[src/rtl/psimd_pkg.sv]
// -----------------------------------------------------------------------------
// psimd_pkg
//
// Shared types and constants for the PSIMD DLFloat writeback path.
//   - Exception flag bit positions inside the 5-bit {NV,DZ,OF,UF,NX} vector.
//   - wb_state_t : writeback FSM states.
//   - wb_entry_t : one queued result, as captured from the execution unit.
//   - wb_hi_t    : the part of a wide entry that is still needed for its
//                  second (high) register write.
//   - Helpers that build the halfword write masks of a wide result and
//     OR-reduce per-lane flags over the committed lanes.
//
// The struct field widths use the WB_* constants below; the top-level
// parameters of psimd_writeback_unit must keep their default values so that
// port widths and struct fields line up.
// -----------------------------------------------------------------------------
package psimd_pkg;

   localparam int LANE_W        = 16;
   localparam int WB_REG_WIDTH  = 64;
   localparam int WB_NUM_LANES  = 4;
   localparam int WB_ADDR_WIDTH = 5;
   localparam int NUM_FLAGS     = 5;

   // Flag bit positions, also the index order of wb_entry_t.flags.
   localparam int FLAG_NV = 4;
   localparam int FLAG_DZ = 3;
   localparam int FLAG_OF = 2;
   localparam int FLAG_UF = 1;
   localparam int FLAG_NX = 0;

   typedef enum logic [1:0] {
      IDLE  = 2'd0,
      WR_LO = 2'd1,
      WR_HI = 2'd2
   } wb_state_t;

   typedef logic [WB_NUM_LANES-1:0] lane_vec_t;

   typedef struct packed {
      logic                          wide;
      logic [WB_ADDR_WIDTH-1:0]      rd;
      lane_vec_t                     mask;
      logic [WB_REG_WIDTH-1:0]       data;
      logic [WB_REG_WIDTH-1:0]       datai_0;
      logic [WB_REG_WIDTH-1:0]       datai_1;
      lane_vec_t [NUM_FLAGS-1:0]     flags;   // flags[FLAG_xx][lane]
   } wb_entry_t;

   typedef struct packed {
      logic [WB_ADDR_WIDTH-1:0]      rd;
      lane_vec_t                     mask;
      logic [WB_REG_WIDTH-1:0]       datai_1;
      lane_vec_t [NUM_FLAGS-1:0]     flags;
   } wb_hi_t;

   // Integer lanes 0/1 each span two halfwords of the low register.
   function automatic lane_vec_t lo_mask(input lane_vec_t m);
      return {m[1], m[1], m[0], m[0]};
   endfunction

   // Integer lanes 2/3 each span two halfwords of the high register.
   function automatic lane_vec_t hi_mask(input lane_vec_t m);
      return {m[3], m[3], m[2], m[2]};
   endfunction

   // One bit per flag class: set when any committed lane raised it.
   function automatic logic [NUM_FLAGS-1:0] reduce_flags(
      input lane_vec_t [NUM_FLAGS-1:0] f,
      input lane_vec_t                 m
   );
      logic [NUM_FLAGS-1:0] r;
      r = '0;
      for (int i = 0; i < NUM_FLAGS; i++) begin
         r[i] = |(f[i] & m);
      end
      return r;
   endfunction

endpackage

[src/rtl/psimd_wb_fifo.sv]
// -----------------------------------------------------------------------------
// psimd_wb_fifo
//
// Small synchronous FIFO holding writeback entries that arrive while the
// writeback FSM is occupied.
//
// Ports:
//   clk, rst     clock, synchronous active-high reset (empties the FIFO)
//   push, wdata  enqueue request and data (ignored when full)
//   pop          dequeue request (ignored when empty)
//   rdata        head entry, valid while !empty
//   full, empty  occupancy status, decoded from a registered count
// -----------------------------------------------------------------------------
module psimd_wb_fifo #(
   parameter int DEPTH = 2,   // power of two, >= 2
   parameter int WIDTH = 8
) (
   input  logic             clk,
   input  logic             rst,
   input  logic             push,
   input  logic [WIDTH-1:0] wdata,
   input  logic             pop,
   output logic [WIDTH-1:0] rdata,
   output logic             full,
   output logic             empty
);

   localparam int PTR_W = (DEPTH > 1) ? $clog2(DEPTH) : 1;
   localparam int CNT_W = PTR_W + 1;

   logic [WIDTH-1:0] mem_q [DEPTH];
   logic [PTR_W-1:0] wr_ptr_q, wr_ptr_d;
   logic [PTR_W-1:0] rd_ptr_q, rd_ptr_d;
   logic [CNT_W-1:0] count_q, count_d;
   logic             do_push, do_pop;

   assign full    = (count_q == CNT_W'(DEPTH));
   assign empty   = (count_q == '0);
   assign do_push = push && !full;
   assign do_pop  = pop && !empty;
   assign rdata   = mem_q[rd_ptr_q];

   // DEPTH is a power of two, so the pointers wrap by natural overflow.
   always_comb begin
      wr_ptr_d = wr_ptr_q;
      rd_ptr_d = rd_ptr_q;
      if (do_push) wr_ptr_d = wr_ptr_q + PTR_W'(1);
      if (do_pop)  rd_ptr_d = rd_ptr_q + PTR_W'(1);
      count_d = count_q + CNT_W'(do_push) - CNT_W'(do_pop);
   end

   // NOTE: sequential state uses non-blocking assignments so every flop
   // samples the pre-edge values, independent of block evaluation order.
   always_ff @(posedge clk) begin
      if (rst) begin
         wr_ptr_q <= '0;
         rd_ptr_q <= '0;
         count_q  <= '0;
      end else begin
         wr_ptr_q <= wr_ptr_d;
         rd_ptr_q <= rd_ptr_d;
         count_q  <= count_d;
      end
   end

   // NOTE: storage is deliberately not reset; an entry is only read after
   // it was written, and leaving it out of reset keeps it plain RAM/flops.
   always_ff @(posedge clk) begin
      if (do_push) begin
         mem_q[wr_ptr_q] <= wdata;
      end
   end

endmodule

[src/rtl/psimd_writeback_unit.sv]
// -----------------------------------------------------------------------------
// psimd_writeback_unit
//
// Retires packed 4-lane DLFloat results (and 128-bit integer-conversion
// results as two consecutive writes) into the vector register file through a
// single write port, and accumulates exception flags into sticky fflags.
//
// Ports:
//   clk, rst                 clock, synchronous active-high reset
//   in_valid / in_ready      result handshake; in_ready = FIFO not full
//   in_wide                  1: integer pair in_datai_0/1, 0: packed in_data
//   in_rd, in_lane_mask      destination register and committed lanes
//   in_data, in_datai_0/1    result payloads
//   in_nv/nx/of/uf/dz        per-lane exception flags
//   rf_we/waddr/wdata/wmask  registered register-file write port
//   fflags, fflags_clr       sticky {NV,DZ,OF,UF,NX} and its clear
//   busy                     FIFO non-empty or FSM not IDLE
//   lane_fflags              (PSIMD_WB_LANE_FLAGS_EN only) per-lane sticky flags
//
// Build option:
//   PSIMD_WB_LANE_FLAGS_EN   adds the lane_fflags output and its registers.
//
// An entry arriving while the FIFO is empty and the FSM can start new work
// bypasses the FIFO, so its first write is visible the cycle after it is
// accepted. state_q names the write currently shown on rf_*.
// -----------------------------------------------------------------------------
module psimd_writeback_unit
   import psimd_pkg::*;
#(
   parameter int REG_WIDTH  = 64,
   parameter int NUM_LANES  = 4,
   parameter int ADDR_WIDTH = 5,
   parameter int DEPTH      = 2
) (
   input  logic                  clk,
   input  logic                  rst,
   input  logic                  in_valid,
   output logic                  in_ready,
   input  logic                  in_wide,
   input  logic [ADDR_WIDTH-1:0] in_rd,
   input  logic [NUM_LANES-1:0]  in_lane_mask,
   input  logic [REG_WIDTH-1:0]  in_data,
   input  logic [REG_WIDTH-1:0]  in_datai_0,
   input  logic [REG_WIDTH-1:0]  in_datai_1,
   input  logic [NUM_LANES-1:0]  in_nv,
   input  logic [NUM_LANES-1:0]  in_nx,
   input  logic [NUM_LANES-1:0]  in_of,
   input  logic [NUM_LANES-1:0]  in_uf,
   input  logic [NUM_LANES-1:0]  in_dz,
   output logic                  rf_we,
   output logic [ADDR_WIDTH-1:0] rf_waddr,
   output logic [REG_WIDTH-1:0]  rf_wdata,
   output logic [NUM_LANES-1:0]  rf_wmask,
   output logic [4:0]            fflags,
   input  logic                  fflags_clr,
   output logic                  busy
`ifdef PSIMD_WB_LANE_FLAGS_EN
   ,
   output logic [5*NUM_LANES-1:0] lane_fflags
`endif
);

   wb_entry_t in_entry, fifo_rdata, head;
   wb_hi_t    hi_q, hi_d;
   wb_state_t state_q, state_d;
   logic      cur_wide_q, cur_wide_d;

   logic      fifo_full, fifo_empty, fifo_push, fifo_pop;
   logic      accept, head_valid, can_take, take;

   logic                  rf_we_q, rf_we_d;
   logic [ADDR_WIDTH-1:0] rf_waddr_q, rf_waddr_d;
   logic [REG_WIDTH-1:0]  rf_wdata_q, rf_wdata_d;
   logic [NUM_LANES-1:0]  rf_wmask_q, rf_wmask_d;
   logic [NUM_FLAGS-1:0]  fflags_q, fflags_d, new_flags;

   // Flags of the entry whose last write is being launched this cycle.
   logic                      merge_en;
   lane_vec_t [NUM_FLAGS-1:0] merge_flags;
   lane_vec_t                 merge_mask;

   // ---------------------------------------------------------------- input
   always_comb begin
      in_entry               = '0;
      in_entry.wide          = in_wide;
      in_entry.rd            = in_rd;
      in_entry.mask          = in_lane_mask;
      in_entry.data          = in_data;
      in_entry.datai_0       = in_datai_0;
      in_entry.datai_1       = in_datai_1;
      in_entry.flags[FLAG_NV] = in_nv;
      in_entry.flags[FLAG_DZ] = in_dz;
      in_entry.flags[FLAG_OF] = in_of;
      in_entry.flags[FLAG_UF] = in_uf;
      in_entry.flags[FLAG_NX] = in_nx;
   end

   // Ready depends only on registered occupancy (and reset), never on in_valid.
   assign in_ready = !rst && !fifo_full;
   assign accept   = in_valid && in_ready;

   // Only the low half of a wide entry blocks new work; every other state is
   // either idle or finishing its entry this cycle.
   assign can_take   = !((state_q == WR_LO) && cur_wide_q);
   assign head_valid = !fifo_empty || accept;
   assign head       = fifo_empty ? in_entry : fifo_rdata;
   assign take       = can_take && head_valid;
   assign fifo_pop   = take && !fifo_empty;
   assign fifo_push  = accept && !(take && fifo_empty);

   psimd_wb_fifo #(
      .DEPTH (DEPTH),
      .WIDTH ($bits(wb_entry_t))
   ) u_fifo (
      .clk   (clk),
      .rst   (rst),
      .push  (fifo_push),
      .wdata (in_entry),
      .pop   (fifo_pop),
      .rdata (fifo_rdata),
      .full  (fifo_full),
      .empty (fifo_empty)
   );

   // ------------------------------------------------------ FSM / write port
   // NOTE: every signal written here gets a default first, so no path
   // through the block leaves one unassigned and no latch is inferred.
   always_comb begin
      state_d     = IDLE;
      cur_wide_d  = cur_wide_q;
      hi_d        = hi_q;
      rf_waddr_d  = rf_waddr_q;
      rf_wdata_d  = rf_wdata_q;
      rf_wmask_d  = rf_wmask_q;
      merge_en    = 1'b0;
      merge_flags = '0;
      merge_mask  = '0;

      if (!can_take) begin
         // Second half of a wide result; address wraps at the top register.
         state_d     = WR_HI;
         cur_wide_d  = 1'b0;
         rf_waddr_d  = hi_q.rd + WB_ADDR_WIDTH'(1);
         rf_wdata_d  = hi_q.datai_1;
         rf_wmask_d  = hi_mask(hi_q.mask);
         merge_en    = 1'b1;
         merge_flags = hi_q.flags;
         merge_mask  = hi_q.mask;
      end else if (head_valid) begin
         state_d    = WR_LO;
         cur_wide_d = head.wide;
         rf_waddr_d = head.rd;
         hi_d.rd      = head.rd;
         hi_d.mask    = head.mask;
         hi_d.datai_1 = head.datai_1;
         hi_d.flags   = head.flags;
         if (head.wide) begin
            rf_wdata_d = head.datai_0;
            rf_wmask_d = lo_mask(head.mask);
         end else begin
            rf_wdata_d  = head.data;
            rf_wmask_d  = head.mask;
            merge_en    = 1'b1;
            merge_flags = head.flags;
            merge_mask  = head.mask;
         end
      end

      // A zero-mask write still uses its cycle but does not strobe.
      rf_we_d   = (state_d != IDLE) && (rf_wmask_d != '0);
      new_flags = merge_en ? reduce_flags(merge_flags, merge_mask) : '0;
      // Clear and merge in the same cycle leave only the new flags.
      fflags_d  = (fflags_clr ? '0 : fflags_q) | new_flags;
   end

   always_ff @(posedge clk) begin
      if (rst) begin
         state_q    <= IDLE;
         cur_wide_q <= 1'b0;
         hi_q       <= '0;
         rf_we_q    <= 1'b0;
         rf_waddr_q <= '0;
         rf_wdata_q <= '0;
         rf_wmask_q <= '0;
         fflags_q   <= '0;
      end else begin
         state_q    <= state_d;
         cur_wide_q <= cur_wide_d;
         hi_q       <= hi_d;
         rf_we_q    <= rf_we_d;
         rf_waddr_q <= rf_waddr_d;
         rf_wdata_q <= rf_wdata_d;
         rf_wmask_q <= rf_wmask_d;
         fflags_q   <= fflags_d;
      end
   end

   assign rf_we    = rf_we_q;
   assign rf_waddr = rf_waddr_q;
   assign rf_wdata = rf_wdata_q;
   assign rf_wmask = rf_wmask_q;
   assign fflags   = fflags_q;
   assign busy     = !fifo_empty || (state_q != IDLE);

`ifdef PSIMD_WB_LANE_FLAGS_EN
   // Per-lane sticky flags; lane l occupies bits [5*l +: 5] as {NV,DZ,OF,UF,NX}.
   logic [NUM_FLAGS*NUM_LANES-1:0] lane_fflags_q, lane_fflags_d, new_lane_flags;

   always_comb begin
      new_lane_flags = '0;
      if (merge_en) begin
         for (int l = 0; l < NUM_LANES; l++) begin
            for (int f = 0; f < NUM_FLAGS; f++) begin
               new_lane_flags[l*NUM_FLAGS+f] = merge_flags[f][l] & merge_mask[l];
            end
         end
      end
      lane_fflags_d = (fflags_clr ? '0 : lane_fflags_q) | new_lane_flags;
   end

   always_ff @(posedge clk) begin
      if (rst) begin
         lane_fflags_q <= '0;
      end else begin
         lane_fflags_q <= lane_fflags_d;
      end
   end

   assign lane_fflags = lane_fflags_q;
`endif

endmodule

[config.mk]
export PLATFORM = sky130hd
export DESIGN_NAME = psimd_writeback_unit
export DESIGN_NICKNAME = d
export VERILOG_FILES = /design/src/rtl/psimd_pkg.sv /design/src/rtl/psimd_wb_fifo.sv /design/src/rtl/psimd_writeback_unit.sv
export SDC_FILE = /design/constraint.sdc
export NUM_CORES = 1
export LEC_CHECK = 0
export ABC_AREA = 1
export CELL_PAD_IN_SITES_DETAIL_PLACEMENT = 0
export CELL_PAD_IN_SITES_GLOBAL_PLACEMENT = 1
export CORE_MARGIN = 3
export CORE_UTILIZATION = 35
export DETAILED_ROUTE_END_ITERATION = 7
export PLACE_DENSITY_LB_ADDON = 0.3
export RECOVER_POWER = 100
export SETUP_SLACK_MARGIN = 0.4
export SLEW_MARGIN = 30
export SYNTH_ARGS = -nofsm -noshare
export SYNTH_HDL_FRONTEND = slang
export SYNTH_SLANG_ARGS = --single-unit
[constraint.sdc]
create_clock -name clk -period 28.8 [get_ports clk]
set_input_delay 2.88 -clock clk [delete_from_list [all_inputs] [get_ports clk]]
set_output_delay 2.88 -clock clk [all_outputs]
set_load 0.05 [all_outputs]
* Yosys cells after proc, flatten, opt, wreduce, memory -nomap -nowiden
Memory sizes are Yosys's and may differ from the RTL's. A register that Yosys moved wholly into a read port is not among the register bits.
Index checks and enable logic that the tools add are counted.
** Storage, ports and cells
- Bits in registers :: 179
- Bits in writable memories :: 444
- Input port bits :: 226
- Output and inout port bits :: 81
- Word-level logic and storage cells :: 88
- Memories :: 1
** Operators by class
- Add/subtract/negate cells :: 5
- Equality and inequality tests :: 2
- Muxes and demuxes :: 26
- Bitwise operators :: 7
- Reduce and logical (&&, ||, !) cells :: 29
** Memories
- u_fifo.mem_q :: words 2, width 222, read ports 1, clocked after memory_dff 1, write ports 1, line psimd_wb_fifo.sv:31 : logic [WIDTH-1:0] mem_q [DEPTH];
** Operator list (number)
- 222-bit 2-to-1 mux :: 1
- 64-bit 2-to-1 mux :: 3
- 20-bit 2-to-1 mux :: 3
- 4-bit 2-to-1 mux :: 6
- 4-bit bitwise AND :: 5
- 5-bit 2-to-1 mux :: 4
- 4-bit OR reduction :: 5
- 1-bit logical AND :: 10
- 1-bit 2-to-1 mux :: 8
- 2-bit nonzero test :: 3
- 5-bit by 1-bit adder with 5-bit output (second input constant) :: 1
- 1-bit zero test :: 5
- 5-bit OR :: 1
- 4-bit nonzero test :: 1
- 1-bit adder (second input constant) :: 2
- 2-bit by 1-bit adder with 2-bit output :: 1
- 2-bit by 1-bit equality test with 1-bit output (second input constant) :: 1
- 2-bit equality test (second input constant) :: 1
- 2-bit zero test :: 1
- 1-bit logical OR :: 2
- 2-bit 2-to-1 mux :: 1
- 2-bit AND reduction :: 1
- 2-bit OR reduction :: 1
- 2-bit by 1-bit subtractor with 2-bit output :: 1
- 1-bit inverter :: 1

* Logic depth before layout (Yosys ltp)
Gate-level depths: netlist of the first run.
- Word-level depth :: 12
- Depth in mapped cells :: 13
- Depth with buffers taken out :: 12

* Hierarchy
Synthesis of the first run repeated with hierarchy kept, for this count alone.
** Second synthesis, totals
- Cell total of the unflattened synthesis :: 2291
- Area total of the unflattened synthesis :: 26978.4 sq um
** By module, submodules not included
- psimd_wb_fifo :: instances 1, cells each 730, area each 17062.6 sq um, seq. area each 13432.9 sq um
- psimd_writeback_unit :: instances 1, cells each 1561, area each 9915.8 sq um, seq. area each 3503.4 sq um

* Worst setup path after synthesis of the first run
OpenSTA, ideal clock, no wires.
- Path kind :: input -> register
- Start point :: in rst
- End point :: mem u_fifo.mem_q[1][0] in the netlist's numbering, enable pin
- Library setup time :: 1.123 ns
- Arrival :: 19.348 ns
- Required time :: 27.677 ns
- Setup slack :: 8.328 ns
- Cell stages on the path :: 4
- Buffers on the path :: 1
- Cell sequence :: buf_2 inv_2 nand3_4 nor3b_1
** Between the ends
- Cells in the longest elaborated chain, start to end :: 11
** RTL lines
- from (decl) :: line psimd_writeback_unit.sv:36 : input logic rst,
- 1-bit zero test (*) :: line psimd_writeback_unit.sv:99 : assign in_ready = !rst && !fifo_full;
- 1-bit logical AND (*) :: line psimd_writeback_unit.sv:99
- 1-bit logical AND (*) :: line psimd_writeback_unit.sv:100 : assign accept = in_valid && in_ready;
- 1-bit logical OR :: line psimd_writeback_unit.sv:105 : assign head_valid = !fifo_empty || accept;
- 1-bit logical AND :: line psimd_writeback_unit.sv:107 : assign take = can_take && head_valid;
- 1-bit logical AND :: line psimd_writeback_unit.sv:109 : assign fifo_push = accept && !(take && fifo_empty);
- 1-bit zero test :: line psimd_writeback_unit.sv:109
- 1-bit logical AND (*) :: line psimd_writeback_unit.sv:109
- 1-bit logical AND (*) :: line psimd_wb_fifo.sv:39 : assign do_push = push && !full;
- 1-bit 2-to-1 mux (*) :: line psimd_wb_fifo.sv:69 : if (do_push) begin
- 1-bit 2-to-1 mux (implied by the code) (*) :: line psimd_wb_fifo.sv:70 : mem_q[wr_ptr_q] <= wdata;
- to (decl) :: line psimd_wb_fifo.sv:31
Mark *: on every way between the ends. The rest lies on a longest branch, timed or not.

* Worst setup path after layout of the first run
- Start point :: in in_valid
- End point :: mem u_fifo.mem_q[1][36] in the netlist's numbering, enable pin
** Between the ends
- Cells in the longest elaborated chain, start to end :: 9
** RTL lines
- from (decl) :: line psimd_writeback_unit.sv:37 : input logic in_valid,
- 1-bit logical AND (*) :: line psimd_writeback_unit.sv:100
- 1-bit logical OR :: line psimd_writeback_unit.sv:105
- 1-bit logical AND :: line psimd_writeback_unit.sv:107
- 1-bit logical AND :: line psimd_writeback_unit.sv:109
- 1-bit zero test :: line psimd_writeback_unit.sv:109
- 1-bit logical AND (*) :: line psimd_writeback_unit.sv:109
- 1-bit logical AND (*) :: line psimd_wb_fifo.sv:39
- 1-bit 2-to-1 mux (*) :: line psimd_wb_fifo.sv:69
- 1-bit 2-to-1 mux (implied by the code) (*) :: line psimd_wb_fifo.sv:70
Marked as above.

==> flow_summary.yaml, run 1 <==
worst_setup_path:
  worstPathCellList: "dlygate4sd3_1 -> nand3_1 -> nor3b_1 -> clkbuf_1 -> clkbuf_1"
  timing.critical_path.slowest_cell_delay_ns: 3.02
  crit_required_ns: 28.90
  critical-path-slowest-cell: "sky130_fd_sc_hd__clkbuf_1"
  cp-end-kind: "flip-flop"
  cp.buffers_inverters: 3
  most_used_cell_along_the_critical_path: "sky130_fd_sc_hd__clkbuf_1"
  timing.critical_path.fanout_max: 64
  reg2reg_to: "u_fifo.mem_q[1][36]"
  r2r_start: "u_fifo.count_q[1]"
  timing.reg2reg.worst_path_depth: 6
  cp_top_family: "buffers and inverters"
  cp_data_arrival_time_ns: 10.04
  timing.critical_path.from_type: "primary input"
  worst-setup-path-type: "primary input to flip-flop"
  worst-r2r-setup-slack_ns: 20.83
timing:
  rsz_0062_raised_after_global_routing: "false"
  slew_headroom_pct: -227
  timing.final.hold_violations: 0
  fin_skew_ns: 0.0222
  worst-slew-pin-transition_ns: 4.90
  min_period_ns: 9.94
  setup_total_neg_slack_ns: 0
  setup-violations-final: 0
  max_clock_freq_ghz: 0.101
  slew_limit_fails: 711
  period_share_pct: 34.5
  whs_ns: 0.459
yosys:
  synth.avg_cell_area_um2: 9.99
  synth.area.top_cells: "sky130_fd_sc_hd__edfxtp_1, sky130_fd_sc_hd__dfxtp_1, sky130_fd_sc_hd__nand2_1, sky130_fd_sc_hd__nand3_1, sky130_fd_sc_hd__o21ai_0"
  post_synth_inst_count: 2549
  synth.net_count: 2778
  async_reset_ff_share_pct: 0
  post-synth-top-area-fraction_pct: 52.3
  synth-seq-cells: 624
  synth.yosys.warnings: 0
  synth_enable_flop_cells: 444
  synth_area_um2: 25500
  synth_cell_type_count: 28
  synth_flop_cell: "sky130_fd_sc_hd__edfxtp_1"
  ys_seq_area_share_pct: 66.5
  synth_area_leader_cell: "sky130_fd_sc_hd__edfxtp_1"
clock_network:
  cts_made_buffers: 70
  holdBufCountCts: 0
  ctsHtreeMaxLevel: 3
  cts.reportedPaths.clkPinSlew_ns: 0.06
  clkSinkCount: 624
  clock_latency_ns: 0.60
  cts-root-to-sink-buffers: 3
  postCtsSetupRepairBufs: 0
  clock_root_buffer: "sky130_fd_sc_hd__clkbuf_16"
  cts_resized: 0
  tritoncts: "built"
finish:
  commonest_cells_after_routing_fill_and_taps_aside: "sky130_fd_sc_hd__nand2_1, sky130_fd_sc_hd__edfxtp_1, sky130_fd_sc_hd__nand3_1, sky130_fd_sc_hd__dlygate4sd3_1, sky130_fd_sc_hd__o21ai_0"
  fin_util_pct: 43.8
  layout_commonest_cell: "sky130_fd_sc_hd__nand2_1"
  area_delta_synth_final_pct: 23.5
  finish.net_count: 3008
  layout-drive-gt1-share_pct: 4.62
power_and_ir_drop:
  power-per-cell-area_nw_per_um2: 109
  worst_ir_drop_on_vdd_mv: 0.0659
  cell_internal_pwr_uw: 2030
  power.switching_uw: 1390
  power_leakage_uw: 0.0114
  design_power_total_uw: 3420
  share_clk_of_total_power_pct: 26.0
  power.share.combinational_pct: 38.1
  power.sequential.fraction_pct: 35.9
  power.share.switching_pct: 40.7
global_route:
  grt_pass1_wl_um: 113000
  antenna_found_initial: 24
  grt_start_max_net_pins: 138
  global_route.usage.total_pct: 19.3
  grt_pass1_vias: 18714
  global_route.overflow_total: 0
route:
  number_of_drc_violations_after_detailed_routing: 0
  antenna_violating_nets_post_route: 0
  vias_per_instance: 5.07
  vias: 19260
  routed_wl_um: 74800
  detailedRoute.firstPassIterationCount: 5
  routed_wire_length_per_instance_um: 19.7
  drt_iter0_markers: 1409
die:
  die_area_um2: 76100
  placeableCoreArea_um2: 71900
  die_h_um: 276
  placementRows: 98
  start_util_pct: 35.5
  io_pins: 307
  fp.dieW_um: 276
hold_path:
  min_path_type: "flip-flop to flip-flop"
  whs_path_depth: 1
  hold_path_startpoint: "u_fifo.rd_ptr_q"
placed_design:
  hpwl_um: 42400
  port_buffers: 306
  gp_congestion: 0.770
outcome:
  violations: "max-capacitance violations, max-slew violations"
  outcome: "finished with violations"
run:
  max-cap-violations: 13
-- power by group through the flow --
stage	Sequential (uW)	Clock [uW]	Combinational, uW
finish	1230	890	1300
CTS	1220	912	1340
floorplan	1420	0	751
detailed placement	1240	0	1340
global route	1240	949	1450
global placement	1240	0	1320
-- worst max-delay path by stage --
| stage | startpoint | to | slack [ns] | cells after the start |
|---|---|---|---|---|
| after floorplan | rst | u_fifo.mem_q[1][0] | 8.33 | 4 |
| after global placement | rst | in_ready | 21.68 | 3 |
| final | in_valid | u_fifo.mem_q[1][36] | 18.86 | 5 |
| after detailed placement | rst | in_ready | 21.71 | 3 |
| after CTS | rst | in_ready | 21.70 | 3 |
| after global routing | in_valid | u_fifo.mem_q[1][36] | 18.37 | 5 |
-- worst register-to-register path: cells and delay by family, from the launching register on --
kind                   cells  cell delay (ns)
AND/OR/NAND/NOR            3             0.65
buffers and inverters      3             6.30
flip-flops                 1             0.46
-- cells by family after synthesis --
kind of cell / count (synthesis) / share of synthesized area (%)
and+or+nand+nor: 1333 / 21.6
DFF: 624 / 66.5
adders and majority gates: 3 / 0.147
AOI/OAI and AO/OA: 383 / 7.99
xor gates and xnor gates: 1 / 0.0344
buffers and inverters: 205 / 3.72
-- through the flow --
stage          setup slack [ns]  cell area, um^2  instances
2_1_floorplan              8.33            25500       2549
3_3_place_gp              21.68            29100       3653
3_5_place_dp              21.71            29200       3654
4_1_cts                   21.70            31400       3782
5_1_grt                   18.37            31400       3792
6_report                  18.86            31500       3800
-- per-layer routing --
| layer | track usage (%) | vias up | wire, um | part of all wire [%] |
|---|---|---|---|---|
| li1 | - | 9305 | - | - |
| met3 | 3.15 | 112 | 4120 | 5.5 |
| met1 | 26.3 | 9324 | 33700 | 45 |
| met5 | 0 | - | 34 | 0.045 |
| met2 | 31.8 | 513 | 35300 | 47 |
| met4 | 5.68 | 6 | 1700 | 2.3 |
-- sequential cells by signal (all words and copies together) (netlist names), 2 cells and up, named ones only --
register,flops
hi_q,93
rf_wmask,4
fflags,5
rf_wdata,64
rf_waddr,5
u_fifo.mem_q,444
u_fifo.count_q,2
state_q,2
-- cells in the mapped netlist, types with 4 or more instances --
cell type and number:
sky130_fd_sc_hd__nand2_1 931, sky130_fd_sc_hd__edfxtp_1 444, sky130_fd_sc_hd__nand3_1 358, sky130_fd_sc_hd__o21ai_0 217, sky130_fd_sc_hd__dfxtp_1 180, sky130_fd_sc_hd__buf_2 86
sky130_fd_sc_hd__a31oi_1 69, sky130_fd_sc_hd__clkbuf_1 69, sky130_fd_sc_hd__o21ai_1 52, sky130_fd_sc_hd__a21oi_1 35, sky130_fd_sc_hd__nor2_1 33, sky130_fd_sc_hd__inv_1 21
sky130_fd_sc_hd__buf_1 9, sky130_fd_sc_hd__buf_4 9, sky130_fd_sc_hd__inv_2 6, sky130_fd_sc_hd__buf_6 5, sky130_fd_sc_hd__o211ai_1 4, sky130_fd_sc_hd__o22ai_1 4
-- final cells by class --
type                       count  area, um^2
fill                        6850       40400
clock inverter                26         270
sequential                   624       16900
timing repair buffer         336        3310
inverter                      27         119
clock buffer                 102        2020
antenna                       15        37.5
tap                          950        1190
multi-input combinational   1720        7590
Note: power is estimated with default switching activity, not from simulation.
==> run 2, diff against run 1 <==
Clock period 28.8 ns to 8.5 ns, I/O delays scaled along.
==> run 2 against run 1 <==
The flow still finishes with violations (max-capacitance violations, max-slew violations). Clock power increased to 3.2 times the previous value. Worst setup slack lost 16 ns. Register-to-register slack got worse by 18 ns. Global-route usage grew 0.31 points. Sequential cell count is the same. Clock skew shrank 0.0045 ns. Power rose to 3.3 times the previous value. First-iteration DRC count increased by 3.9%. Critical path type unchanged. Largest power group unchanged.
==> flow_summary.yaml, run 2 (synthesized netlist as in run 1, its figures left out) <==
outcome:
  outcome: "finished with violations"
  violations: "max-capacitance violations, max-slew violations"
finish:
  finish.net_count: 3004
  largest_register_ff_count: 444
  layout.area.seq_um2: 16900
  multi_input_gate_area_in_the_final_layout_um2: 7580
  fillCellCount: 6869
  area_delta_synth_final_pct: 23.3
  layout_commonest_cell: "sky130_fd_sc_hd__nand2_1"
  layout-drive-gt1-share_pct: 4.60
  top_register: "u_fifo.mem_q"
  commonest_cells_after_routing_fill_and_taps_aside: "sky130_fd_sc_hd__nand2_1, sky130_fd_sc_hd__edfxtp_1, sky130_fd_sc_hd__nand3_1, sky130_fd_sc_hd__dlygate4sd3_1, sky130_fd_sc_hd__o21ai_0"
timing:
  setup_total_neg_slack_ns: 0
  setup-violations-final: 0
  slew_limit_fails: 325
  rsz_0062_raised_after_global_routing: "false"
  fin_ws_ns: 3.12
  fin_skew_ns: 0.0177
  slew_headroom_pct: -197
  worst-slew-pin-transition_ns: 4.45
  timing.final.hold_violations: 0
  period_share_pct: 63.3
  min_period_ns: 5.38
  max_clock_freq_ghz: 0.186
power_and_ir_drop:
  power.share.combinational_pct: 38.3
  power.switching_uw: 4670
  power.share.switching_pct: 40.8
  cell_internal_pwr_uw: 6780
  power-per-cell-area_nw_per_um2: 365
  power_leakage_uw: 0.0114
  worst_ir_drop_on_vdd_mv: 0.233
  share_clk_of_total_power_pct: 25.2
  power.sequential.fraction_pct: 36.5
global_route:
  global_route.overflow_total: 0
  grt_start_max_net_pins: 152
  grt_pass1_wl_um: 115000
  grt_pass1_vias: 19012
  antenna_found_initial: 31
  global_route.usage.total_pct: 19.6
clock_network:
  clock_latency_ns: 0.60
  cts_made_buffers: 68
  postCtsSetupRepairBufs: 0
  cts-root-to-sink-buffers: 3
  holdBufCountCts: 0
  cts.reportedPaths.clkPinSlew_ns: 0.06
  ctsHtreeMaxLevel: 3
  tritoncts: "built"
  clock_root_buffer: "sky130_fd_sc_hd__clkbuf_16"
  clkSinkCount: 624
  cts_resized: 0
route:
  routed_wl_um: 75600
  antenna_violating_nets_post_route: 0
  number_of_drc_violations_after_detailed_routing: 0
  routed_wire_length_per_instance_um: 19.9
  drt_iter0_markers: 1464
  vias_per_instance: 5.12
  vias: 19413
  detailedRoute.firstPassIterationCount: 5
hold_path:
  whs_path_depth: 2
  holdPathEnd: "hi_q[19]"
  hold_path_startpoint: "hi_q[19]"
  min_path_type: "flip-flop to flip-flop"
worst_setup_path:
  cp-end-kind: "flip-flop"
  timing.critical_path.fanout_max: 53
  worst-setup-path-type: "primary input to flip-flop"
  worst-r2r-setup-slack_ns: 3.13
  r2r_start: "u_fifo.count_q[1]"
  timing.reg2reg.worst_path_depth: 12
  crit_required_ns: 9.02
  cp_data_arrival_time_ns: 5.90
  timing.critical_path.from_type: "primary input"
  reg2reg_to: "fflags[4]"
die:
  placementRows: 98
  placeableCoreArea_um2: 71900
  fp.dieW_um: 276
  io_pins: 307
  start_util_pct: 35.5
  die_area_um2: 76100
  die_h_um: 276
run:
  max-cap-violations: 7
placed_design:
  port_buffers: 306
  hpwl_um: 44800
  gp_congestion: 0.765
  pre_cts_ws_ns: 4.40
==> run 2: layout make-up <==
class                   count  area share, %
diodes                     14          0.112
clock buffers             102           6.38
clock inverters            21          0.546
inverters                  27          0.390
multi-input cells        1720           24.1
flip-flops and latches    624           53.9
well taps                 950           3.78
repair buffers            334           10.7
==> run 2: through the flow <==
stage	util, %	cells	total power [uW]	hold WS, ns	area [um^2]
floorplan	-	2549	7280	0.426	25500
global placement	40.5	3650	8660	0.426	29100
detailed placement	40.6	3652	8760	0.453	29200
CTS	43.6	3775	11700	0.464	31400
global route	43.7	3786	12200	0.477	31400
finish	43.7	3792	11400	0.465	31400
==> run 2: layer usage <==
metal	global-route usage [%]	share of wire [%]	wire, um	vias up
met3	3.49	6.1	4610	128
met1	26.4	44	33300	9433
li1	-	-	-	9295
met5	0	0.070	53	-
met2	32.0	47	35500	547
met4	6.62	2.8	2140	10
==> run 2: how the worst max path moves through the flow <==
stage,slack (ns),from,cells past startpoint,to
after floorplan,1.10,rst,4,u_fifo.mem_q[1][0]
after global routing,2.71,u_fifo.count_q[1],12,fflags[2]
after CTS,4.45,u_fifo.count_q[1],6,u_fifo.mem_q[1][184]
after detailed placement,4.40,in_valid,5,u_fifo.mem_q[1][188]
final,3.12,in_valid,12,fflags[4]
after global placement,4.10,in_valid,10,fflags[0]
==> run 2: power by group through the flow <==
stage	sequential, uW	combinational [uW]	clock (uW)
floorplan	4730	2550	0
global placement	4240	4420	0
detailed placement	4250	4510	0
CTS	4190	4530	2960
global route	4240	4880	3080
finish	4180	4380	2890
==> run 2: worst max-delay path, cell delays in order <==
cell and delay (ns):
sky130_fd_sc_hd__clkdlybuf4s50_1 0.59, sky130_fd_sc_hd__nand3_4 0.13, sky130_fd_sc_hd__a21oi_1 1.32, sky130_fd_sc_hd__buf_16 0.26, sky130_fd_sc_hd__clkbuf_1 1.62, sky130_fd_sc_hd__buf_12 0.32, sky130_fd_sc_hd__nand3_1 0.15, sky130_fd_sc_hd__nand2_1 0.24
sky130_fd_sc_hd__nand2_1 0.09, sky130_fd_sc_hd__nand2_1 0.08, sky130_fd_sc_hd__nor2_1 0.05, sky130_fd_sc_hd__a21oi_1 0.13
==> run 3, diff against run 2 <==
Clock period 8.5 ns to 5.5 ns, I/O delays scaled along.
==> run 3 against run 2 <==
The run still ends with max-capacitance violations, max-slew violations left. Sequential power grew 54%. Critical endpoint is now hi_q[66]. Highest routed layer unchanged. Wire length shrank 2.3%. Clock skew shrank 0.0043 ns. Largest cell class unchanged. Clock-buffer cell count grew 5.
==> flow_summary.yaml, run 3 (synthesized netlist as in run 1, its figures left out) <==
outcome:
  outcome: "finished with violations"
  violations: "max-capacitance violations, max-slew violations"
clock_network:
  clock_root_buffer: "sky130_fd_sc_hd__clkbuf_16"
  clock_latency_ns: 0.60
  cts.reportedPaths.clkPinSlew_ns: 0.06
  holdBufCountCts: 0
  cts_made_buffers: 70
  cts-root-to-sink-buffers: 3
  tritoncts: "built"
  cts_resized: 0
  clkSinkCount: 624
  ctsHtreeMaxLevel: 3
  postCtsSetupRepairBufs: 0
global_route:
  global_route.overflow_total: 0
  global_route.usage.total_pct: 19.1
  grt_start_max_net_pins: 247
  antenna_found_initial: 29
  grt_pass1_vias: 18889
  grt_pass1_wl_um: 112000
die:
  placementRows: 98
  placeableCoreArea_um2: 71900
  die_h_um: 276
  io_pins: 307
  fp.dieW_um: 276
  die_area_um2: 76100
  start_util_pct: 35.5
finish:
  top_register: "u_fifo.mem_q"
  area_delta_synth_final_pct: 23.3
  finish.net_count: 3001
  commonest_cells_after_routing_fill_and_taps_aside: "sky130_fd_sc_hd__nand2_1, sky130_fd_sc_hd__edfxtp_1, sky130_fd_sc_hd__nand3_1, sky130_fd_sc_hd__dlygate4sd3_1, sky130_fd_sc_hd__o21ai_0"
  layout-drive-gt1-share_pct: 4.88
  largest_register_ff_count: 444
  layout_commonest_cell: "sky130_fd_sc_hd__nand2_1"
  finished_layout_cells: 3790
placed_design:
  gp_congestion: 0.792
  port_buffers: 306
  hpwl_um: 43000
  placed_cells: 3649
timing:
  slew_headroom_pct: -82.9
  setup_total_neg_slack_ns: 0
  setup-violations-final: 0
  max_clock_freq_ghz: 0.256
  period_share_pct: 71.0
  slew_limit_fails: 561
  timing.final.hold_violations: 0
  fin_skew_ns: 0.0134
  worst-slew-pin-transition_ns: 2.74
  rsz_0062_raised_after_global_routing: "false"
  min_period_ns: 3.91
route:
  routed-wl-met3_um: 4310
  number_of_drc_violations_after_detailed_routing: 0
  vias_per_instance: 5.10
  wl_met2_um: 34100
  top_layer: "met5"
  routed_wire_length_per_instance_um: 19.5
  antenna_violating_nets_post_route: 0
  routed_wl_um: 73900
  vias: 19327
  drt_iter0_markers: 1495
  wl_met1_um: 33500
  detailedRoute.firstPassIterationCount: 5
worst_setup_path:
  cp_data_arrival_time_ns: 4.35
  crit_required_ns: 5.94
  timing.critical_path.fanout_max: 63
  timing.critical_path.from_type: "flip-flop"
  worst-setup-path-type: "flip-flop to flip-flop"
  cp-end-kind: "flip-flop"
run:
  max-cap-violations: 6
power_and_ir_drop:
  power-per-cell-area_nw_per_um2: 566
  power_leakage_uw: 0.0114
  worst_ir_drop_on_vdd_mv: 0.580
hold_path:
  min_path_type: "primary input to flip-flop"
==> run 3: metrics by stage <==
stage / util (%) / hold slack [ns] / area [um^2] / power, uW / worst slack, ns
floorplan: - / 0.426 / 25500 / 11300 / -1.46
global placement: 40.6 / 0.439 / 29200 / 13400 / 2.24
detailed placement: 40.6 / 0.435 / 29200 / 13400 / 2.21
CTS: 43.8 / 0.206 / 31500 / 18200 / 2.24
global route: 43.7 / 0.220 / 31400 / 19000 / 1.20
finish: 43.7 / 0.232 / 31400 / 17800 / 1.59
==> run 3: cell type report <==
type                       instances  area (um^2)
multi-input combinational       1720         7600
tap                              950         1190
fill                            6918        40400
sequential                       624        16900
clock inverter                    22          225
clock buffer                     107         2050
antenna                           11         27.5
timing repair buffer             329         3260
inverter                          27          123
==> run 3: final timing paths <==
| kind | startpoint | end | slack [ns] | cells past startpoint |
|---|---|---|---|---|
| setup / recovery | state_q[1] | hi_q[66] | 1.59 | 9 |
| hold / removal | rst | hi_q[8] | 0.23 | 2 |
| hold reg to reg | u_fifo.rd_ptr_q | flip-flop | 0.46 | 1 |
| setup reg to reg | state_q[1] | hi_q[66] | 1.59 | 9 |
==> run 3: power breakdown <==
part | leakage [uW] | internal, uW | switching (uW)
clock network | 0.00112 | 2770 | 1880
registers | 0.00551 | 5960 | 482
logic | 0.00477 | 1820 | 4860
total | 0.0114 | 10600 | 7220
==> run 3: worst max-delay path, cell delays in order (launching register included) <==
cell and delay (ns):
sky130_fd_sc_hd__dfxtp_1 0.31, sky130_fd_sc_hd__clkinv_1 0.04, sky130_fd_sc_hd__nand3_1 0.36, sky130_fd_sc_hd__inv_4 0.74, sky130_fd_sc_hd__a21oi_1 0.18, sky130_fd_sc_hd__clkinvlp_2 0.16, sky130_fd_sc_hd__nor2_1 0.08, sky130_fd_sc_hd__inv_1 0.85
sky130_fd_sc_hd__clkbuf_2 0.81, sky130_fd_sc_hd__o21ai_0 0.18
==> run 3: metal layers <==
layer	track usage [%]	up-vias
met5	0	-
met4	6.48	8
met3	3.16	126
met2	30.8	568
met1	26.3	9334
li1	-	9291
